===== config.mk =====
export PLATFORM = sky130hd
export DESIGN_NAME = display_scan_ctrl
export DESIGN_NICKNAME = d
export VERILOG_FILES = /design/src/rtl/display_scan_ctrl.sv
export SDC_FILE = /design/constraint.sdc
export NUM_CORES = 1
export LEC_CHECK = 0
export BUFFER_PORTS_ARGS = -buffer_cell sky130_fd_sc_hd__buf_2
export CAP_MARGIN = 20
export CORE_AREA = 2 2 102 104
export CTS_BUF_LIST = sky130_fd_sc_hd__clkbuf_8
export CTS_CLUSTER_SIZE = 12
export DETAILED_ROUTE_END_ITERATION = 8
export DIE_AREA = 0 0 104 106
export PLACE_DENSITY_LB_ADDON = 0.12
export SYNTH_ARGS = -nofsm -noshare
export SYNTH_HDL_FRONTEND = slang
export SYNTH_SLANG_ARGS = --single-unit

===== constraint.sdc =====
create_clock -name clk -period 6.1 [get_ports clk]
set_input_delay 0.61 -clock clk [delete_from_list [all_inputs] [get_ports clk]]
set_output_delay 0.61 -clock clk [all_outputs]
set_load 0.05 [all_outputs]

===== src/rtl/display_scan_ctrl.sv =====
// ---------------------------------------------------------------------------
// display_scan_ctrl : binary-to-BCD converter with a 5-digit multiplexed
// seven-segment scan and leading-zero blanking.          Revision 1.0
// ---------------------------------------------------------------------------
`default_nettype none

module display_scan_ctrl #(
  parameter logic [18:0] REFRESH_MAX = 19'd480000
) (
  input  logic        clk,
  input  logic        rst,
  input  logic [18:0] refresh_cnt,
  input  logic [15:0] value_in,
  input  logic        load,
  output logic        busy,
  output logic        done,
  output logic [7:0]  an,
  output logic [6:0]  seg
);

  typedef enum logic [1:0] {
    IDLE = 2'd0,
    CONV = 2'd1,
    DONE = 2'd2
  } state_t;

  state_t      state, state_nxt;
  logic [15:0] bin_sr;
  logic [19:0] bcd_sr;
  logic [19:0] bcd_adj;
  logic [3:0]  iter;
  logic [19:0] disp;
  logic [2:0]  scan_idx;
  logic [3:0]  digit;
  logic        blank;
  logic [7:0]  an_nxt;
  logic [6:0]  seg_nxt;

  // Double-dabble correction applied before every shift
  always_comb begin
    bcd_adj = bcd_sr;
    for (int i = 0; i < 5; i++) begin
      if (bcd_sr[4*i +: 4] >= 4'd5)
        bcd_adj[4*i +: 4] = bcd_sr[4*i +: 4] + 4'd3;
    end
  end

  always_comb begin
    state_nxt = state;
    busy      = 1'b0;
    done      = 1'b0;
    case (state)
      IDLE: if (load) state_nxt = CONV;
      CONV: begin
        busy = 1'b1;
        if (iter == 4'd15) state_nxt = DONE;
      end
      DONE: begin
        busy      = 1'b1;
        done      = 1'b1;
        state_nxt = IDLE;
      end
      default: state_nxt = IDLE;
    endcase
  end

  always_ff @(posedge clk) begin
    if (!rst) state <= IDLE;
    else      state <= state_nxt;
  end

  always_ff @(posedge clk) begin
    if (!rst) begin
      bin_sr <= 16'd0;
      bcd_sr <= 20'd0;
      iter   <= 4'd0;
      disp   <= 20'd0;
    end else begin
      case (state)
        IDLE: if (load) begin
          bin_sr <= value_in;
          bcd_sr <= 20'd0;
          iter   <= 4'd0;
        end
        CONV: begin
          {bcd_sr, bin_sr} <= {bcd_adj[18:0], bin_sr, 1'b0};
          iter             <= iter + 4'd1;
        end
        DONE:    disp <= bcd_sr;
        default: ;
      endcase
    end
  end

  always_ff @(posedge clk) begin
    if (!rst)
      scan_idx <= 3'd0;
    else if (refresh_cnt == REFRESH_MAX)
      scan_idx <= (scan_idx == 3'd4) ? 3'd0 : scan_idx + 3'd1;
  end

  // A slot is blank when it and every higher digit are zero; slot 0 never blanks
  always_comb begin
    digit  = disp[3:0];
    blank  = 1'b0;
    an_nxt = 8'hFE;
    case (scan_idx)
      3'd1: begin digit = disp[7:4];   blank = (disp[19:4]  == 16'd0); an_nxt = 8'hFD; end
      3'd2: begin digit = disp[11:8];  blank = (disp[19:8]  == 12'd0); an_nxt = 8'hFB; end
      3'd3: begin digit = disp[15:12]; blank = (disp[19:12] == 8'd0);  an_nxt = 8'hF7; end
      3'd4: begin digit = disp[19:16]; blank = (disp[19:16] == 4'd0);  an_nxt = 8'hEF; end
      default: ;
    endcase
    case (digit)
      4'd0:    seg_nxt = 7'b1000000;
      4'd1:    seg_nxt = 7'b1111001;
      4'd2:    seg_nxt = 7'b0100100;
      4'd3:    seg_nxt = 7'b0110000;
      4'd4:    seg_nxt = 7'b0011001;
      4'd5:    seg_nxt = 7'b0010010;
      4'd6:    seg_nxt = 7'b0000010;
      4'd7:    seg_nxt = 7'b1111000;
      4'd8:    seg_nxt = 7'b0000000;
      4'd9:    seg_nxt = 7'b0010000;
      default: seg_nxt = 7'h7F;
    endcase
    if (blank) begin
      an_nxt  = 8'hFF;
      seg_nxt = 7'h7F;
    end
  end

  always_ff @(posedge clk) begin
    if (!rst) begin
      an  <= 8'hFE;
      seg <= 7'b1000000;
    end else begin
      an  <= an_nxt;
      seg <= seg_nxt;
    end
  end

endmodule

`default_nettype wire


Yosys cells after proc, flatten, opt, wreduce, memory -nomap -nowiden
Memories as Yosys holds them, arrays and structs flattened.
Index checks and enable logic that the tools add are counted.

cells by class
  magnitude comparators = 5
  div/mod/pow operators = 0
  add/subtract/negate cells = 7
  shift-type cells = 0
  muxes and demuxes = 22
  multipliers = 0
  equal/unequal tests = 10
  reduce and logical (&&, ||, !) cells = 10
  bitwise gates (word level) = 1

operators with widths
  cell                                                                count
  one-hot mux 20 bit (2 select lines)                                 1
  one-hot mux 16 bit (2 select lines)                                 1
  greater-or-equal comparator 4 x 3 -> 1 bit (second input constant)  5
  2-to-1 mux 20 bit                                                   1
  2-to-1 mux 4 bit                                                    5
  one-hot mux 5 bit (4 select lines)                                  1
  == test 19 bit (second input constant)                              1
  adder 4 x 2 -> 4 bit (second input constant)                        4
  zero test 16 bit                                                    1
  2-to-1 mux 16 bit                                                   1
  one-hot mux 4 bit (4 select lines)                                  1
  zero test 12 bit                                                    1
  zero test 8 bit                                                     1
  one-hot mux 4 bit (2 select lines)                                  1
  == test 3 x 2 -> 1 bit (second input constant)                      2
  2-to-1 mux 3 bit                                                    2
  2-to-1 mux 6 bit                                                    1
  adder 4 x 1 -> 4 bit (second input constant)                        1
  == test 4 bit (second input constant)                               1
  zero test 4 bit                                                     1
  2-to-1 mux 2 bit                                                    2
  inequality test 2 bit (second input constant)                       2
  one-hot mux 1 bit (4 select lines)                                  1
  one-hot mux 2 bit (2 select lines)                                  1
  12 further kinds                                                    16

word-level totals
  memories kept = 1
  input port bits = 38
  bits in writable memories = 0
  register bits after elaboration = 78
  memory bits (read-only) = 112
  bits in latches = 0

memory list
  memory            depth  bits a word  rd ports  clocked after memory_dff  wr ports  RTL line  source
  (name not given)  16     7            1         0                         0         114       case (digit)

Logic depth before layout (Yosys ltp)
Gate-level depths: netlist (run 1).
An unclocked memory read counts as a cell.

  word-level depth = 4
  gate-level depth with buffers = 13
  mapped depth without buffers = 11

Worst setup path after synthesis (run 1)
No wires, ideal clock.

  path kind = register to register
  start = register scan_idx[0]
  end = register seg[5]
  slack = 3.366 ns
  library setup time = 0.131 ns
  arrival = 2.603 ns
  stages on the path, launching flop included = 13
  buffers on the path = 1
  cell sequence = dfxtp_1 -> ha_1 -> ha_1 -> or4_4 -> and2_4 -> buf_6 -> mux2i_1 -> inv_1 -> ha_1 -> inv_1 -> a311oi_1 -> a2111oi_4 -> nor2_1

between the ends
  cells in the longest elaborated chain, start to end = 4
  elaborated cells between the ends (all ways) = 8
  classes of those cells = 4 x eq/ne; 3 x mux; 1 x memory

RTL lines
  element                                      RTL line  source
  from (decl)                                  33        logic [2:0] scan_idx;
  from (signal assigned)                       99        scan_idx <= (scan_idx == 3'd4) ? 3'd0 : scan_idx + 3'd1;
  == test 3 bit, or another cell as far along  107       case (scan_idx)
  one-hot mux 4 bit (4 select lines)           107
  memory read (16 x 7 bit)                     -
  2-to-1 mux 6 bit *                           127       if (blank) begin
  to (signal assigned)                         139       seg <= seg_nxt;
  to (decl)                                    18        output logic [6:0] seg

Every way passes the cells marked *; elsewhere a longest branch is shown, timed or not.
A chain may end at the register's enable or synchronous reset.

Final worst setup path (run 1)
  start = register scan_idx[2]
  end = register seg[5]

The elaborated chain is that of the path after synthesis.

==> results of run 1 <==
==> through the flow <==
stage | total power [mW] | hold slack, ns | util | instance area, um^2 | worst slack [ns]
final | 1.35 | 0.470 | 0.444 | 4440 | 2.90
after detailed placement | 0.964 | 0.464 | 0.422 | 4220 | 2.95
after global placement | 0.956 | 0.448 | 0.422 | 4220 | 3.03
after CTS | 1.36 | 0.476 | 0.442 | 4420 | 2.94
after floorplan | 0.885 | 0.436 | - | 3900 | 3.37
after global routing | 1.43 | 0.499 | 0.444 | 4440 | 2.66
==> worst max-delay path by stage <==
stage,from,end,cells after the start
2_1_floorplan,scan_idx[0],seg[5],12
3_3_place_gp,scan_idx[2],seg[5],11
3_5_place_dp,scan_idx[2],seg[5],11
4_1_cts,scan_idx[2],seg[5],11
5_1_grt,scan_idx[2],seg[5],11
6_report,scan_idx[2],seg[5],11
==> synthesized netlist by cell type, types with 2 or more instances <==
| cell type | count |
|---|---|
| dfxtp_1 | 77 |
| nor2_1 | 65 |
| mux2i_1 | 43 |
| a21oi_1 | 24 |
| ha_1 | 24 |
| inv_1 | 20 |
| a211oi_1 | 18 |
| clkbuf_1 | 16 |
| nand2_1 | 15 |
| a22oi_1 | 14 |
| o21ai_0 | 13 |
| nor3_1 | 12 |
| nand3_1 | 9 |
| nand2b_1 | 7 |
| buf_1 | 5 |
| xnor2_1 | 5 |
| a2bb2oi_1 | 4 |
| a31oi_1 | 4 |
| mux2_2 | 4 |
| nor4_1 | 4 |
| buf_4 | 3 |
| or3_1 | 3 |
| xor2_1 | 3 |
| a32oi_1 | 2 |
| buf_6 | 2 |
| mux2_4 | 2 |
| nor2b_1 | 2 |
| nor4b_1 | 2 |
| o211ai_1 | 2 |
| o21ai_1 | 2 |
| or4_4 | 2 |
==> layout make-up <==
type                    count  area share
clock buffers              10      0.0310
clock inverters             6      0.0141
inverters                  20      0.0169
multi-input cells         309       0.486
flip-flops and latches     77       0.347
well taps                 136      0.0383
repair buffers             55      0.0660
==> registers in the layout, summed over array words and instances (netlist names) <==
register,count
an,5
seg,7
bcd_sr,20
iter,4
scan_idx,3
disp,20
state,2
bin_sr,16
==> worst max-delay path, cell delays in order, from the launching register on <==
cell and delay, ns:
dfxtp_1 0.66, inv_1 0.15, ha_1 0.34, or3b_2 0.54, and2_4 0.21, mux2i_1 0.36, inv_1 0.12, ha_1 0.21
inv_1 0.06, a311oi_1 0.07, a2111oi_4 0.30, nor2_1 0.06
==> power by group <==
group          internal, mW  switching, mW
Combinational         0.134          0.233
Sequential            0.555         0.0291
Clock                 0.199          0.200
==> logic make-up after synthesis <==
logic type      Yosys count
buf+inv                  46
mux                      49
fa+ha+maj                24
simple gates            130
compound gates           95
other cells               1
xor+xnor                  8
flops                    77
==> layer usage <==
metal,up-vias,GRT usage
li1,1608,-
met1,1428,0.197
met2,55,0.262
met3,12,0.0368
met4,0,0.0685
met5,-,0
==> cell usage in the layout (no fill, tap or decap), drive strengths merged, types with 3 or more instances in the layout <==
master and n:
dfxtp 77, nor2 66, buf 55, mux2i 43, a21oi 24, ha 24
inv 20, a211oi 18, nand2 15, o21ai 15, a22oi 14, nor3 12
clkbuf 10, nand3 9, nand2b 7, mux2 6, xnor2 5, nor4 4
a31oi 4, a2bb2oi 4, xor2 3, or3 3, conb 3, clkinvlp 3
==> key figures, run 1 <==
Detailed routing
  • Post-Route M1 WL: 4040 um
  • Final wirelength: 8130 um
  • Wire length per cell: 13.3 um
  • Met2 wire len: 3650 um
  • # DRC: 0
  • Vias: between 3000 and 4000
  • Initial DRT Pass Iterations: 4
  • Initial DRC Count: between 100 and 150
  • Antenna viol nets, final: 0
  • Met3 routed wirelength: between 300 and 400 um
  • Vias per cell: 5.06
  • Top Layer Used: met4

Clocking
  • Clk slew on worst S/H paths: 0.09 ns
  • CTS max path bufs: 2
  • Post-cts sizing count: 0
  • TritonCTS buffer count: 9
  • Max H-tree Level: 3
  • Post-CTS setup buffers: 0
  • Clock sink total: 77
  • # hold bufs at CTS: 0
  • Worst-Skew Late Latency: 0.35 ns
  • CTS tree: yes
  • Clk root buf: clkbuf_8

STA
  • TNS Setup: 0 ns
  • Fin. max-slew vios: 0
  • Worst Skew: 0.00754 ns
  • Final Hold Fails: 0
  • Fmax: about 310 MHz
  • Relative slew slack: 0.405
  • Setup violators final: 0
  • Post-layout min period: around 3.2 ns
  • RSZ-0062 raised after global routing: no
  • Period utilization: 0.525
  • Worst-margin pin slew: 0.892 ns

GRT
  • GRT Residual Overflow: 0
  • Antenna violations before repair: 0
  • First-pass GRT wire length: between 10000 and 15000 um
  • Vias in the first global route: 3040
  • Largest net degree at the start of global routing: 69
  • GRT Total Usage: 0.158

Synthesis
  • Main combinational cell family by area after synthesis: compound AO/OA/AOI/OAI gates
  • Post-synth ARST share: 0
  • Synth Instances: 430
  • Post-synthesis adder-cell area fraction: 0.0771
  • Synth Area in Simple Gates: 0.158
  • Netlist cell types: 53
  • Synth Register Bits: 77
  • Xor/xnor share of the synthesized area: 0.0180
  • Compound-Gate Fraction of Synth Area: 0.169
  • Synth Cell Area: 3890 um^2
  • Syn avg cell area: 9.05 um^2
  • Top FF cell, synth: dfxtp_1
  • Number of enable flip-flop cells after synthesis: 0
  • Seq/Total Area, Yosys: 0.396
  • Synth top area share: 0.396
  • YS warnings: 0
  • Post-synthesis mux area share: 0.130
  • Synth top area cells: dfxtp_1 40%, mux2i_1 11%, ha_1 7.7%, nor2_1 6.3%, a211oi_1 3.5%
  • Area leader, netlist: dfxtp_1

Setup path
  • Reg2reg path depth: 11
  • CP Class: reg2reg
  • Startpoint Class: flop
  • CP required: 6.33 ns
  • Critical Path Sink Type: flop
  • R2R Setup Slk: 2.90 ns
  • Worst-path maximum fanout: 19
  • Crit Reg-Reg Startpoint: scan_idx[2]
  • R2r endpoint: seg[5]
  • Critical Path AT: ~3.4 ns

Die
  • Die width: 104 um
  • Std-Cell Rows: 37
  • Core ar.: between 9000 and 10000 um^2
  • Die footprint: roughly 11000 um^2
  • Initial Utilization: 0.389
  • IO Count: 55
  • Die height: 106 um

Final layout
  • Final Net Count: ~530
  • Antenna diode instance count: 0
  • Multi-input gate area: approximately 2200 um^2
  • Synth-to-Final Area Change: 14.0%
  • Reg area: between 1500 and 2000 um^2
  • Fill count: approximately 1000
  • Layout cell share with drive strength beyond 1: 0.184
  • Post-Layout Cell Count: roughly 600

Status
  • Status: complete, no violations

Pwr
  • Worst vdd ir: 225 uV
  • Pwr/cell area: between 300 and 400 nW/um^2
  • Leakage: 1.69 nW

Hold path
  • Hold Startpoint: bin_sr[0]
  • Cell depth of the worst min-delay path: 2
  • Hold WC Path Type: reg2reg
  • Hold Path Sink: bin_sr[0]

Run
  • Max Cap Viol: 0

Place
  • Placer congestion estimate: 0.849
  • I/O Buffers: 51
  • Hpwl dp: 5610 um
  • Placed Instances: 596
Note: power is estimated with default switching activity, not from simulation.
==> run 2: changes to the inputs <==
Clock period 6.1 ns to 2.6 ns, I/O delays scaled along.
==> run 2 against run 1 <==
Compared with the run above:
- sequential share of layout area down 1.0 points
- largest power group unchanged
- cell area up 3.2%
- register-to-register slack worse by 2.8 ns
- clock skew up 0.0028 ns
- sequential power up 130%
- routed wire length up 4.2%
==> key figures, run 2 (synthesized netlist as in run 1, its figures left out) <==
Place
  • Hpwl dp: 5960 um (+6.2%)
  • Pre-CTS setup slack: 0.0357 ns (-2.91 ns)
  • Placed Instances: 611 (+2.5%)
  • I/O Buffers: 51 (unchanged)
  • Placer congestion estimate: 0.785 (-7.6%)

GRT
  • Antenna violations before repair: 0 (unchanged)
  • GRT Residual Overflow: 0 (unchanged)
  • Vias in the first global route: 3151 (+3.7%)
  • Largest net degree at the start of global routing: 26 (-62%)
  • First-pass GRT wire length: 14500 um (+2.0%)
  • GRT Total Usage: 0.160 (+0.00234)

Final layout
  • Layout cell share with drive strength beyond 1: 0.220 (+0.0350)
  • Antenna diode instance count: 0 (unchanged)
  • Final Net Count: 549 (+2.8%)
  • Post-Layout Cell Count: 628 (+2.4%)
  • Synth-to-Final Area Change: 17.7%
  • Most common cell after layout, fill and taps aside: dfxtp_1
  • Most frequent cells in the layout: 75 x dfxtp_1, 65 x nor2_1, 51 x buf_2
  • Top Registers: bcd_sr: 20 flops, disp: 20 flops, bin_sr: 16 flops

Pwr
  • Combinational share of power: 0.279 (+0.007)
  • Reg power frac: 0.439 (+0.006)
  • Pwr/cell area: 682 nW/um^2 (+120%)
  • Internal power: 2.06 mW (+130%)
  • Switching power: 1.07 mW (+130%)
  • Leakage: 1.77 nW (+4.6%)
  • Total power draw: 3.13 mW (+130%)
  • Net Sw Frac: 0.342 (-0.000355)
  • Worst vdd ir: 354 uV (+58%)
  • Clk pwr share: 0.282 (-0.013)

Die
  • Die width: 104 um (unchanged)
  • Die footprint: 11000 um^2 (unchanged)
  • IO Count: 55 (unchanged)
  • Core ar.: 10000 um^2 (unchanged)
  • Initial Utilization: 0.389 (unchanged)
  • Die height: 106 um (unchanged)
  • Std-Cell Rows: 37 (unchanged)

Clocking
  • Clock sink total: 77 (unchanged)
  • Clk root buf: clkbuf_8
  • Max H-tree Level: 3 (unchanged)
  • TritonCTS buffer count: 9 (unchanged)
  • CTS tree: yes
  • Worst-Skew Late Latency: 0.35 ns (about the same)
  • CTS max path bufs: 2 (unchanged)
  • Clk slew on worst S/H paths: 0.08 ns (about the same)
  • # hold bufs at CTS: 0 (unchanged)

Detailed routing
  • Wire length per cell: 13.5 um (+1.7%)
  • Final wirelength: 8470 um (+4.2%)
  • Vias per cell: 5.05 (-0.22%)
  • Initial DRC Count: 163 (+19%)
  • Vias: 3172 (+2.2%)
  • # DRC: 0 (unchanged)
  • Initial DRT Pass Iterations: 4 (unchanged)
  • Antenna viol nets, final: 0 (unchanged)

Hold path
  • Cell depth of the worst min-delay path: 3 (+1)
  • Hold WC Path Type: in2reg

STA
  • Setup WS post-layout: 0.102 ns (-2.80 ns)
  • Hold slack: 0.197 ns (-0.273 ns)
  • Relative slew slack: 0.411 (+0.00594)
  • TNS Setup: 0 ns (unchanged)
  • Post-layout min period: 2.50 ns (-0.705 ns)
  • Setup violators final: 0 (unchanged)
  • Final Hold Fails: 0 (unchanged)
  • Fmax: 400 MHz (+28%)
  • Worst-margin pin slew: 0.883 ns (-0.00890 ns)
  • Worst Skew: 0.0104 ns (+0.00282 ns)
  • Period utilization: 0.961 (+0.436)
  • Fin. max-slew vios: 0 (unchanged)

Setup path
  • CP required: 2.84 ns (-3.49 ns)
  • Critical Path AT: 2.74 ns (-0.69 ns)
  • Startpoint Class: flop
  • CP Class: reg2reg
  • Reg2reg path depth: 11 (unchanged)
  • Critical Path Sink Type: flop
  • R2R Setup Slk: 0.10 ns (-2.80 ns)
  • Worst-path maximum fanout: 5 (-14)

Status
  • Status: complete, no violations

Run
  • Max Cap Viol: 0 (unchanged)
==> run 2: changes by cell type in the layout (fill, tap and decap cells not counted), sizes merged <==
cell / delta
clkbuf: -1
inv: +1
clkinvlp: -1
buf: +15
clkinv: +1
==> run 2: final cells by class <==
type	count	area [um^2]
fill	977	5420
multi-input combinational	309	2200
sequential	77	1540
timing repair buffer	70	398
tap	136	170
clock buffer	9	124
inverter	20	75.1
clock inverter	7	67.6
==> run 2: routing by layer <==
layer,vias to the layer above,wire length [um],GRT usage
met5,-,0,0
li1,1643,-,-
met1,1460,4040,0.196
met2,54,3970,0.273
met3,15,285,0.0362
met4,0,181,0.0647
==> run 2: final timing paths <==
check | start | to
worst max-delay path | scan_idx[0] | seg[5]
worst min-delay path | value_in[0] | bin_sr[0]
worst max register to register | scan_idx[0] | seg[5]
worst min register to register | bin_sr[0] | bin_sr[0]
==> run 2: stage by stage <==
stage,utilization,instance area (um^2)
5_1_grt,0.458,4580
3_5_place_dp,0.436,4360
3_3_place_gp,0.436,4360
6_report,0.458,4580
4_1_cts,0.455,4550
2_1_floorplan,-,3920
==> run 2: what timing repair did <==
item                       4_1_cts  5_1_grt
hold endpoints to repair         0        0
setup endpoints to repair        0        6
setup buffers                    0        1
resized for setup                0        6
==> run 2: worst max-delay path: stages (launching register included) <==
cell and delay, ns:
dfxtp_2 0.35, ha_1 0.21, ha_2 0.18, or4_4 0.53, and2_4 0.18, mux2i_4 0.19
inv_1 0.09, ha_1 0.21, inv_2 0.07, a311oi_4 0.04, a2111oi_4 0.29, nor2_1 0.06
==> run 2: power groups by stage <==
stage,clock network (mW),registers [mW],logic (mW)
after floorplan,0,1.38,0.693
after global placement,0,1.40,0.870
after detailed placement,0,1.40,0.880
after CTS,0.909,1.37,0.883
after global routing,0.972,1.39,0.970
final,0.882,1.37,0.872
==> run 3: changes to the inputs <==
Settings changed: CORE_AREA 2 2 102 104 to 10 10 110 112, DIE_AREA 0 0 104 106 to 0 0 120 122, SKIP_CTS_REPAIR_TIMING from default to 1.
==> run 3 against run 2 <==
Compared with the run above:
- die area is 33% higher
- cell count unchanged
- clock skew is 0.0020 ns higher
- fmax up 0.38%
- global-route usage fell by 4.0 points
- largest power group unchanged
- critical path type unchanged
- sequential cell count did not move
- hold slack better by 0.0014 ns
- core utilization rose by 0.22 points
- cell area grew 0.96%
- critical path depth did not move
- via count fell by 0.13%
==> key figures, run 3 (synthesized netlist as in run 1, its figures left out) <==
Clocking
  • Clock sink total: 77 (unchanged)
  • CTS tree: yes
  • TritonCTS buffer count: 9 (unchanged)
  • Worst-Skew Late Latency: 0.35 ns (about the same)
  • Clk slew on worst S/H paths: 0.08 ns (about the same)
  • Clk root buf: clkbuf_8
  • Max H-tree Level: 3 (unchanged)
  • CTS max path bufs: 2 (unchanged)

Setup path
  • Crit-path cells: ha_1 > ha_2 > or4_4 > and2_4 > mux2i_4 > inv_2 > ha_1 > inv_1 > a311oi_4 > a211oi_1 > o21ai_1
  • Critical Path Sink Type: flop
  • CP max stage delay: 0.50 ns (-0.03 ns)
  • CP Buf/Inv Count: 2 (unchanged)
  • R2R Setup Slk: 0.11 ns (about the same)
  • Levels on crit path: 11 (unchanged)
  • CP Class: reg2reg
  • Critical Path AT: 2.77 ns (+0.03 ns)
  • CP required: 2.88 ns (+0.04 ns)
  • Worst-path maximum fanout: 5 (unchanged)
  • Reg2reg path depth: 11 (unchanged)
  • Crit Reg-Reg Startpoint: scan_idx[0]
  • Critical-path top delay cell: or4_4
  • Most used cell, CP: ha_1
  • Startpoint Class: flop
  • Family with the most delay on the worst path: simple AND/OR/NAND/NOR gates
  • Worst setup startpoint: scan_idx[0]
  • R2r endpoint: seg[6]

Final layout
  • Final Net Count: 549 (unchanged)
  • Most common cell after layout, fill and taps aside: dfxtp_1
  • Antenna diode instance count: 0 (unchanged)
  • Most frequent cells in the layout: 75 x dfxtp_1, 65 x nor2_1, 51 x buf_2
  • Layout cell share with drive strength beyond 1: 0.224 (+0.00407)
  • Fill count: 986 (+0.92%)
  • Top Registers: bcd_sr: 20 flops, disp: 20 flops, bin_sr: 16 flops
  • Post-layout util: 0.460 (+0.00225)
  • Post-Layout Cell Count: 628 (unchanged)
  • Synth-to-Final Area Change: 18.8%

Die
  • IO Count: 55 (unchanged)
  • Std-Cell Rows: 37 (unchanged)
  • Die height: 122 um (+15%)
  • Die footprint: 14600 um^2 (+33%)
  • Core ar.: 10000 um^2 (+0.46%)
  • Initial Utilization: 0.387 (-0.00179)
  • Die width: 120 um (+15%)

Detailed routing
  • Vias per cell: 5.04 (-0.13%)
  • Vias: 3168 (-0.13%)
  • Final wirelength: 8900 um (+5.0%)
  • # DRC: 0 (unchanged)
  • Initial DRC Count: 211 (+29%)
  • Antenna viol nets, final: 0 (unchanged)
  • Initial DRT Pass Iterations: 4 (unchanged)
  • Wire length per cell: 14.2 um (+5.0%)

GRT
  • Vias in the first global route: 3082 (-2.2%)
  • Largest net degree at the start of global routing: 33 (+27%)
  • GRT Total Usage: 0.120 (-0.0402)
  • First-pass GRT wire length: 14900 um (+2.8%)
  • Antenna violations before repair: 0 (unchanged)
  • GRT Residual Overflow: 0 (unchanged)

Pwr
  • Internal power: 2.12 mW (+2.8%)
  • Pwr/cell area: 689 nW/um^2 (+0.97%)
  • Net Sw Frac: 0.336 (-0.00570)
  • Leakage: 1.78 nW (+0.59%)
  • Clk pwr share: 0.287 (+0.005)
  • Reg power frac: 0.430 (-0.009)
  • Switching power: 1.07 mW (+0.23%)
  • Combinational share of power: 0.283 (+0.004)
  • Worst vdd ir: 288 uV (-19%)

Hold path
  • Cell depth of the worst min-delay path: 3 (unchanged)
  • Hold Path Sink: bin_sr[0]
  • Hold Startpoint: value_in[0]
  • Hold WC Path Type: in2reg

STA
  • Setup WS post-layout: 0.111 ns (+0.00952 ns)
  • Fin. max-slew vios: 0 (unchanged)
  • RSZ-0062 raised after global routing: no
  • Relative slew slack: 0.454 (+0.0423)
  • Final Hold Fails: 0 (unchanged)
  • Worst Skew: 0.0124 ns (+0.00201 ns)
  • Fmax: 402 MHz (+0.38%)
  • Worst-margin pin slew: 0.819 ns (-0.0634 ns)
  • Setup violators final: 0 (unchanged)
  • TNS Setup: 0 ns (unchanged)
  • Period utilization: 0.957 (-0.00366)
  • Post-layout min period: 2.49 ns (-0.00952 ns)

Place
  • Placer congestion estimate: 0.807 (+2.9%)
  • Placed Instances: 610 (-0.16%)
  • Hpwl dp: 6470 um (+8.6%)
  • Pre-CTS setup slack: 0.0372 ns (+0.00146 ns)
  • I/O Buffers: 51 (unchanged)

Run
  • Max Cap Viol: 0 (unchanged)

Status
  • Status: complete, no violations
==> run 3: stage by stage <==
step / total power, mW / hold WS (ns) / instance area (um^2)
after floorplan: 2.08 / 0.383 / 3920
after global placement: 2.29 / 0.448 / 4370
after detailed placement: 2.31 / 0.459 / 4370
after CTS: 3.23 / 0.179 / 4570
after global routing: 3.37 / 0.180 / 4630
final: 3.19 / 0.198 / 4630
==> run 3: how the worst max path moves through the flow <==
| stage | to |
|---|---|
| after floorplan | seg[5] |
| after global placement | seg[5] |
| after detailed placement | seg[6] |
| after CTS | seg[6] |
| after global routing | seg[6] |
| final | seg[6] |
==> run 3: final cells by class <==
class	count	area (um^2)	area share
clock buffer	10	138	0.0298
clock inverter	6	62.6	0.0135
inverter	20	75.1	0.0162
multi-input combinational	309	2210	0.478
sequential	77	1540	0.334
tap	136	170	0.0368
timing repair buffer	70	423	0.0914
==> run 3: per-layer routing <==
layer  part of all wire  GRT usage
met5                  0          0
met3              0.049     0.0342
met4             0.0054     0.0400
met2               0.45      0.191
met1               0.49      0.154
==> run 3: worst register-to-register path: stages, from the launching register on <==
cell      delay [ns]
dfxtp_2         0.35
ha_1            0.20
ha_2            0.19
or4_4           0.50
and2_4          0.18
mux2i_4         0.20
inv_2           0.09
ha_1            0.13
inv_1           0.06
a311oi_4        0.32
a211oi_1        0.09
o21ai_1         0.12
==> run 3: power groups by stage <==
| stage | registers (mW) | clock network (mW) | logic [mW] |
|---|---|---|---|
| final | 1.37 | 0.915 | 0.902 |
| after global routing | 1.39 | 0.989 | 0.997 |
| after CTS | 1.37 | 0.944 | 0.915 |
| after detailed placement | 1.40 | 0 | 0.910 |
| after global placement | 1.40 | 0 | 0.899 |
| after floorplan | 1.38 | 0 | 0.693 |
